--- src/rtl/q_flop.sv ---
// ============================================================================
// q_flop : Q-flop with local-clock phase generator and go/phase rendezvous.
// Optional Q_FLOP_SAMPLE_COUNT_EN adds a 16-bit completed-sample counter.
// Revision: 1.0
// ============================================================================
`default_nettype none

module q_flop #(
  parameter int WIDTH          = 1,
  parameter int RESOLVE_CYCLES = 2
) (
  input  logic             clk,
  input  logic             rst,
  input  logic             go,
  input  logic [WIDTH-1:0] data,
  output logic             ack,
  output logic [WIDTH-1:0] out,
  output logic             phase
`ifdef Q_FLOP_SAMPLE_COUNT_EN
  ,
  output logic [15:0]      samples
`endif
);

  if (RESOLVE_CYCLES < 1 || RESOLVE_CYCLES > 15) begin : g_bad_resolve_cycles
    $error("q_flop: RESOLVE_CYCLES must be in 1..15");
  end
  if (WIDTH < 1) begin : g_bad_width
    $error("q_flop: WIDTH must be at least 1");
  end

  localparam logic [3:0] CNT_LAST = 4'(RESOLVE_CYCLES - 1);

  typedef enum logic [1:0] {
    S_IDLE    = 2'd0,
    S_RESOLVE = 2'd1,
    S_DONE    = 2'd2
  } state_t;

  state_t           state_q, state_d;
  logic [3:0]       cnt_q, cnt_d;
  logic [WIDTH-1:0] chain_q [RESOLVE_CYCLES];
  logic [WIDTH-1:0] chain_d [RESOLVE_CYCLES];
  logic [WIDTH-1:0] out_q, out_d;
  logic             ack_q, ack_d;
  logic             phase_q, phase_d;
  logic             done_evt;

  // chain[0] is the capture register; later stages are the resolution window
  always_comb begin
    state_d  = state_q;
    cnt_d    = cnt_q;
    chain_d  = chain_q;
    out_d    = out_q;
    ack_d    = ack_q;
    phase_d  = phase_q;
    done_evt = 1'b0;
    case (state_q)
      S_IDLE: begin
        if (!go) begin
          state_d    = S_RESOLVE;
          phase_d    = 1'b1;
          cnt_d      = 4'd0;
          chain_d[0] = data;
        end
      end
      S_RESOLVE: begin
        for (int i = 1; i < RESOLVE_CYCLES; i++) begin
          chain_d[i] = chain_q[i-1];
        end
        cnt_d = cnt_q + 4'd1;
        if (cnt_q == CNT_LAST) begin
          out_d    = chain_q[RESOLVE_CYCLES-1];
          ack_d    = 1'b1;
          state_d  = S_DONE;
          done_evt = 1'b1;
        end
      end
      S_DONE: begin
        if (go) begin
          phase_d = 1'b0;
          ack_d   = 1'b0;
          state_d = S_IDLE;
        end
      end
      default: begin
        state_d = S_IDLE;
        phase_d = 1'b0;
        ack_d   = 1'b0;
      end
    endcase
  end

  always_ff @(posedge clk) begin
    if (rst) begin
      state_q <= S_IDLE;
      cnt_q   <= 4'd0;
      out_q   <= '0;
      ack_q   <= 1'b0;
      phase_q <= 1'b0;
      for (int i = 0; i < RESOLVE_CYCLES; i++) begin
        chain_q[i] <= '0;
      end
    end else begin
      state_q <= state_d;
      cnt_q   <= cnt_d;
      out_q   <= out_d;
      ack_q   <= ack_d;
      phase_q <= phase_d;
      for (int i = 0; i < RESOLVE_CYCLES; i++) begin
        chain_q[i] <= chain_d[i];
      end
    end
  end

  assign ack   = ack_q;
  assign out   = out_q;
  assign phase = phase_q;

`ifdef Q_FLOP_SAMPLE_COUNT_EN
  logic [15:0] samples_q, samples_d;

  always_comb begin
    samples_d = samples_q;
    if (done_evt) begin
      samples_d = samples_q + 16'd1;
    end
  end

  always_ff @(posedge clk) begin
    if (rst) begin
      samples_q <= 16'd0;
    end else begin
      samples_q <= samples_d;
    end
  end

  assign samples = samples_q;
`else
  logic unused_done_evt;
  assign unused_done_evt = done_evt;
`endif

endmodule

`default_nettype wire

--- config.mk ---
export PLATFORM = sky130hd
export DESIGN_NAME = q_flop
export DESIGN_NICKNAME = d
export VERILOG_FILES = /design/src/rtl/q_flop.sv
export SDC_FILE = /design/constraint.sdc
export NUM_CORES = 1
export LEC_CHECK = 0
export ABC_AREA = 0
export BUFFER_PORTS_ARGS = -buffer_cell sky130_fd_sc_hd__buf_2
export CORE_AREA = 2 2 39 41
export DETAILED_ROUTE_END_ITERATION = 8
export DIE_AREA = 0 0 41 43
export PLACE_DENSITY_LB_ADDON = 0.08
export SETUP_SLACK_MARGIN = 0.1
export SYNTH_ARGS = -nofsm -noshare
export SYNTH_HDL_FRONTEND = slang
export SYNTH_SLANG_ARGS = --single-unit
--- constraint.sdc ---
create_clock -name clk -period 1.3 [get_ports clk]
set_input_delay 0.26 -clock clk [delete_from_list [all_inputs] [get_ports clk]]
set_output_delay 0.26 -clock clk [all_outputs]
set_load 0.01 [all_outputs]
==> results by stage <==
Timing:
- The max-slew violation total from the final report is 0.
- In the finished design, the share of the clock period the worst path needs comes to 89.8%.
- Setup repair after global routing could not meet its margin everywhere.
- Setup violations remaining at the end of the flow were counted as 0.
- The accumulated negative setup slack is 0 ns.
- In this run the tightest slew margin relative to its limit is 77.2%.
- The minimum clock period is 1.17 ns.
- Between clock sinks in the finished design, the worst skew comes to 0.000757 ns.
- At the pin with the least slew margin, the transition time is 0.340 ns.
- The highest clock rate is 857 MHz.
- The number of failing hold endpoints at the final stage came to 0.

Finish:
- The net count of the finished layout is 70.
- The diode insertion count for antenna repair is 0.
- The count of non-filler cells in the finished layout is 79.
- The area growth from synthesis to layout is 19.1%.
- Cells with a size suffix above 1 make up 27.0% of the layout.
- Measured on the finished design, the core utilization comes to 41.7%.

Global routing:
- The number of global-route vias before repair was 351.
- The first global-routing pass estimated 1.55 mm of wire.
- The initial antenna violation count is 0.
- The total routing resource utilization after global routing is 13.9%.
- Entering global routing, the biggest net connects 13 pins.
- After global routing the overflow that remains totals 0.

CTS:
- The number of levels in the clock H-tree is 1.
- The TritonCTS clock tree is yes.
- In this run the clock root is driven by a sky130_fd_sc_hd__clkbuf_4.
- The total clock buffers created by CTS is 3.
- The clock drives 11 sinks.
- Once the clock tree was built, the setup fixing pass inserted 0 buffers.
- The longest clock path from root to sink contains 2 buffers.
- The clock reaches the later pin of the worst-skew pair after 0.27 ns.
- The post-cts hold buffer count is 0.
- Clock-pin slew was measured on the worst setup and hold paths at 0.07 ns.

Logic synthesis:
- The post-synthesis net count is 59.
- The mean post-synth cell area is 9.14 um^2.
- After technology mapping, the gate count stands at 53.
- Summing every instance area after synthesis gives 484 um^2.
- The share of the synthesized area in the top cell type is 45.5%.
- The number of flip-flops and latches in the synthesized netlist is 11.
- Summed over all instances, the cell type with the most area after synthesis is sky130_fd_sc_hd__dfxtp_1.
- The netlist uses 21 different library cells.
- In the post-synthesis netlist, the biggest area contributors are sky130_fd_sc_hd__dfxtp_1, sky130_fd_sc_hd__a21oi_1, sky130_fd_sc_hd__mux2i_1.
- The Yosys warning count is 0.
- The portion of the post-synthesis area used by sequential elements is 45.5%.

Worst setup path:
- In this run the critical register-to-register path is captured at state_q[0]$_SDFFE_PP0P_.
- At the worst endpoint, the required time is 1.45 ns.
- Tracing the worst setup path back leads to its startpoint at cnt_q[1]$_SDFFE_PP0P_.
- The worst setup path is captured at a flop.
- The number of cells traversed by the worst register-to-register path is 4.
- The setup slack on the worst flop-to-flop path is 0.13 ns.
- The type of the worst setup path is flop to flop.
- Of all nets on the critical path, the largest fanout is 4.
- The worst register-to-register path begins at cnt_q[1]$_SDFFE_PP0P_.
- The arrival time of data at the critical path endpoint is 1.32 ns.
- STA classifies the critical path startpoint as a flop.

Power:
- The part of the power in combinational logic is 10.8%.
- The internal portion of the total power is 0.000510 W.
- Power spread over the standard cell area amounts to 1180 nW/um^2.
- Of the total power, registers draw 53.9%.
- The worst ir drop on vdd is 0.508 mV.
- In this run switching power makes up 24.9% of total power.
- Summed over all cells, the static leakage comes to 0.236 nW.
- The proportion of power drawn by the clock network is 35.3%.
- The power dissipated by switching net loads is 0.000169 W.

Route:
- The pre-antenna-repair detailed-routing pass consisted of 2 iterations.
- The via density per instance is 4.87.
- The via count of the routed design is 385.
- The number of nets still failing antenna checks after routing is 0.
- Dividing the detail-routed wire length by the instance count gives 11.9 um.
- The number of DRC markers after the initial detailed-route iteration is 1.
- Wires add up to 940 um.
- The total DRC errors in the routed layout is 0.

Place:
- The post-detailed-placement half-perimeter wirelength is 644 um.
- The number of buffer cells added on primary ports is 6.
- The cell total after placement is 75.
- At the end of routability-driven placement, the weighted congestion stood at 0.695.

Worst hold path:
- In this run the most critical hold path is launched from data.
- The terminating pin of the worst hold path is chain_q[1]$_SDFFE_PP0P_.
- The number of cells on the worst hold path is 3.
- In this run the worst hold path is classified as primary input to flop.

Floorplan:
- 7 I/O pins were placed.
- The die area is 1760 um^2.
- For this configuration, the core starts out at a cell density of 35.0%.
- The vertical die dimension is 43 um.
- The region available for standard cell placement spans 1380 um^2.
- The cell row count is 14.
- The chip width is 41 um.

Run status:
- The run finished with clean final reports.

Run:
- The max-cap violation count is 0.
==> metrics by stage <==
step	total power (W)	setup WS (ns)	hold WS, ns	area, um^2
floorplan	0.000418	0.163	0.407	484
global placement	0.000444	0.0888	0.443	541
detailed placement	0.000444	0.0668	0.448	541
CTS	0.000690	0.0572	0.215	572
global route	0.000713	0.0752	0.243	577
finish	0.000679	0.133	0.223	577
==> how the worst max path moves through the flow <==
stage,to,cells after the start
after global routing,state_q[0]$_SDFFE_PP0P_,4
after CTS,state_q[0]$_SDFFE_PP0P_,4
after global placement,out$_SDFFE_PP0P_,4
after floorplan,cnt_q[3]$_SDFFE_PP0P_,3
after detailed placement,state_q[0]$_SDFFE_PP0P_,4
final,state_q[0]$_SDFFE_PP0P_,4
==> cells in the mapped netlist (all sizes together) <==
cell type and number:
or2b 2, o21ai 6, or3b 1, a2111oi 1, clkbuf 1, nor2 4
inv 1, dfxtp 11, nand2 3, a31oi 1, and2b 1, nor2b 2
nand3 2, nand2b 2, mux2i 3, nor3 1, buf 1, ha 2
nor3b 2, a21oi 6
==> flip-flops by register name (all words and copies together) (netlist names) <==
register	count
ack	1
chain_q	2
cnt_q	4
out	1
phase	1
state_q	2
==> what timing repair did <==
| item | CTS | global route |
|---|---|---|
| resized for setup | 1 | 4 |
| setup endpoints to repair | 4 | 6 |
| pin swaps | 1 | 0 |
==> logic make-up (layout without fill, tap and decap cells) <==
kind of cell             Yosys count  in the layout  synth area share, %
AO/OA/AOI/OAI                     14             14                 15.5
multiplexers                       3              3                 6.20
flip-flops                        11             11                 45.5
AND/OR/NAND/NOR                   20             20                 25.1
adder cells (fa/ha/maj)            2              2                 5.17
buffers and inverters              3             13                 2.58
==> power by group through the flow <==
stage	clock network (W)	logic (W)	registers (W)
final	0.000240	0.0000733	0.000366
after global routing	0.000263	0.0000805	0.000369
after CTS	0.000251	0.0000734	0.000365
after detailed placement	0	0.0000714	0.000373
after global placement	0	0.0000711	0.000373
after floorplan	0	0.0000462	0.000372
==> worst max-delay path, cell delays in order (launching register included) <==
cell	delay, ns
sky130_fd_sc_hd__dfxtp_2	0.35
sky130_fd_sc_hd__inv_1	0.05
sky130_fd_sc_hd__ha_1	0.17
sky130_fd_sc_hd__nor3b_2	0.16
sky130_fd_sc_hd__a2111oi_1	0.32
==> final cells by class <==
cell class,count,area (um^2)
clock buffer,4,26.3
multi-input combinational,39,258
tap,16,20.0
inverter,1,3.75
fill,159,807
timing repair buffer,8,45.0
sequential,11,224
==> cells in the final DEF, fill, tap and decap left out <==
cell type                   instances
sky130_fd_sc_hd__ha_1               2
sky130_fd_sc_hd__dfxtp_1            8
sky130_fd_sc_hd__nor3b_1            1
sky130_fd_sc_hd__nor2b_4            1
sky130_fd_sc_hd__a21oi_1            6
sky130_fd_sc_hd__buf_4              2
sky130_fd_sc_hd__clkbuf_4           3
sky130_fd_sc_hd__nor3b_2            1
sky130_fd_sc_hd__o21ai_0            6
sky130_fd_sc_hd__clkbuf_1           1
sky130_fd_sc_hd__nand2b_1           2
sky130_fd_sc_hd__nand3_1            2
sky130_fd_sc_hd__nand2_1            3
sky130_fd_sc_hd__a2111oi_1          1
sky130_fd_sc_hd__buf_2              6
sky130_fd_sc_hd__dfxtp_2            3
sky130_fd_sc_hd__nor3_1             1
sky130_fd_sc_hd__nor2_1             4
sky130_fd_sc_hd__or2b_1             2
sky130_fd_sc_hd__or3b_1             1
sky130_fd_sc_hd__a31oi_1            1
sky130_fd_sc_hd__nor2b_1            1
sky130_fd_sc_hd__mux2i_1            3
sky130_fd_sc_hd__inv_1              1
sky130_fd_sc_hd__and2b_2            1
==> metal layers <==
metal	up-vias	part of all wire, %	GRT usage [%]
met3	4	2.7	4.71
met2	5	44	19.7
li1	206	-	-
met4	0	3.0	10.0
met1	170	50	16.5
met5	-	0	0
No activity file was read; power rests on OpenSTA's default activity.
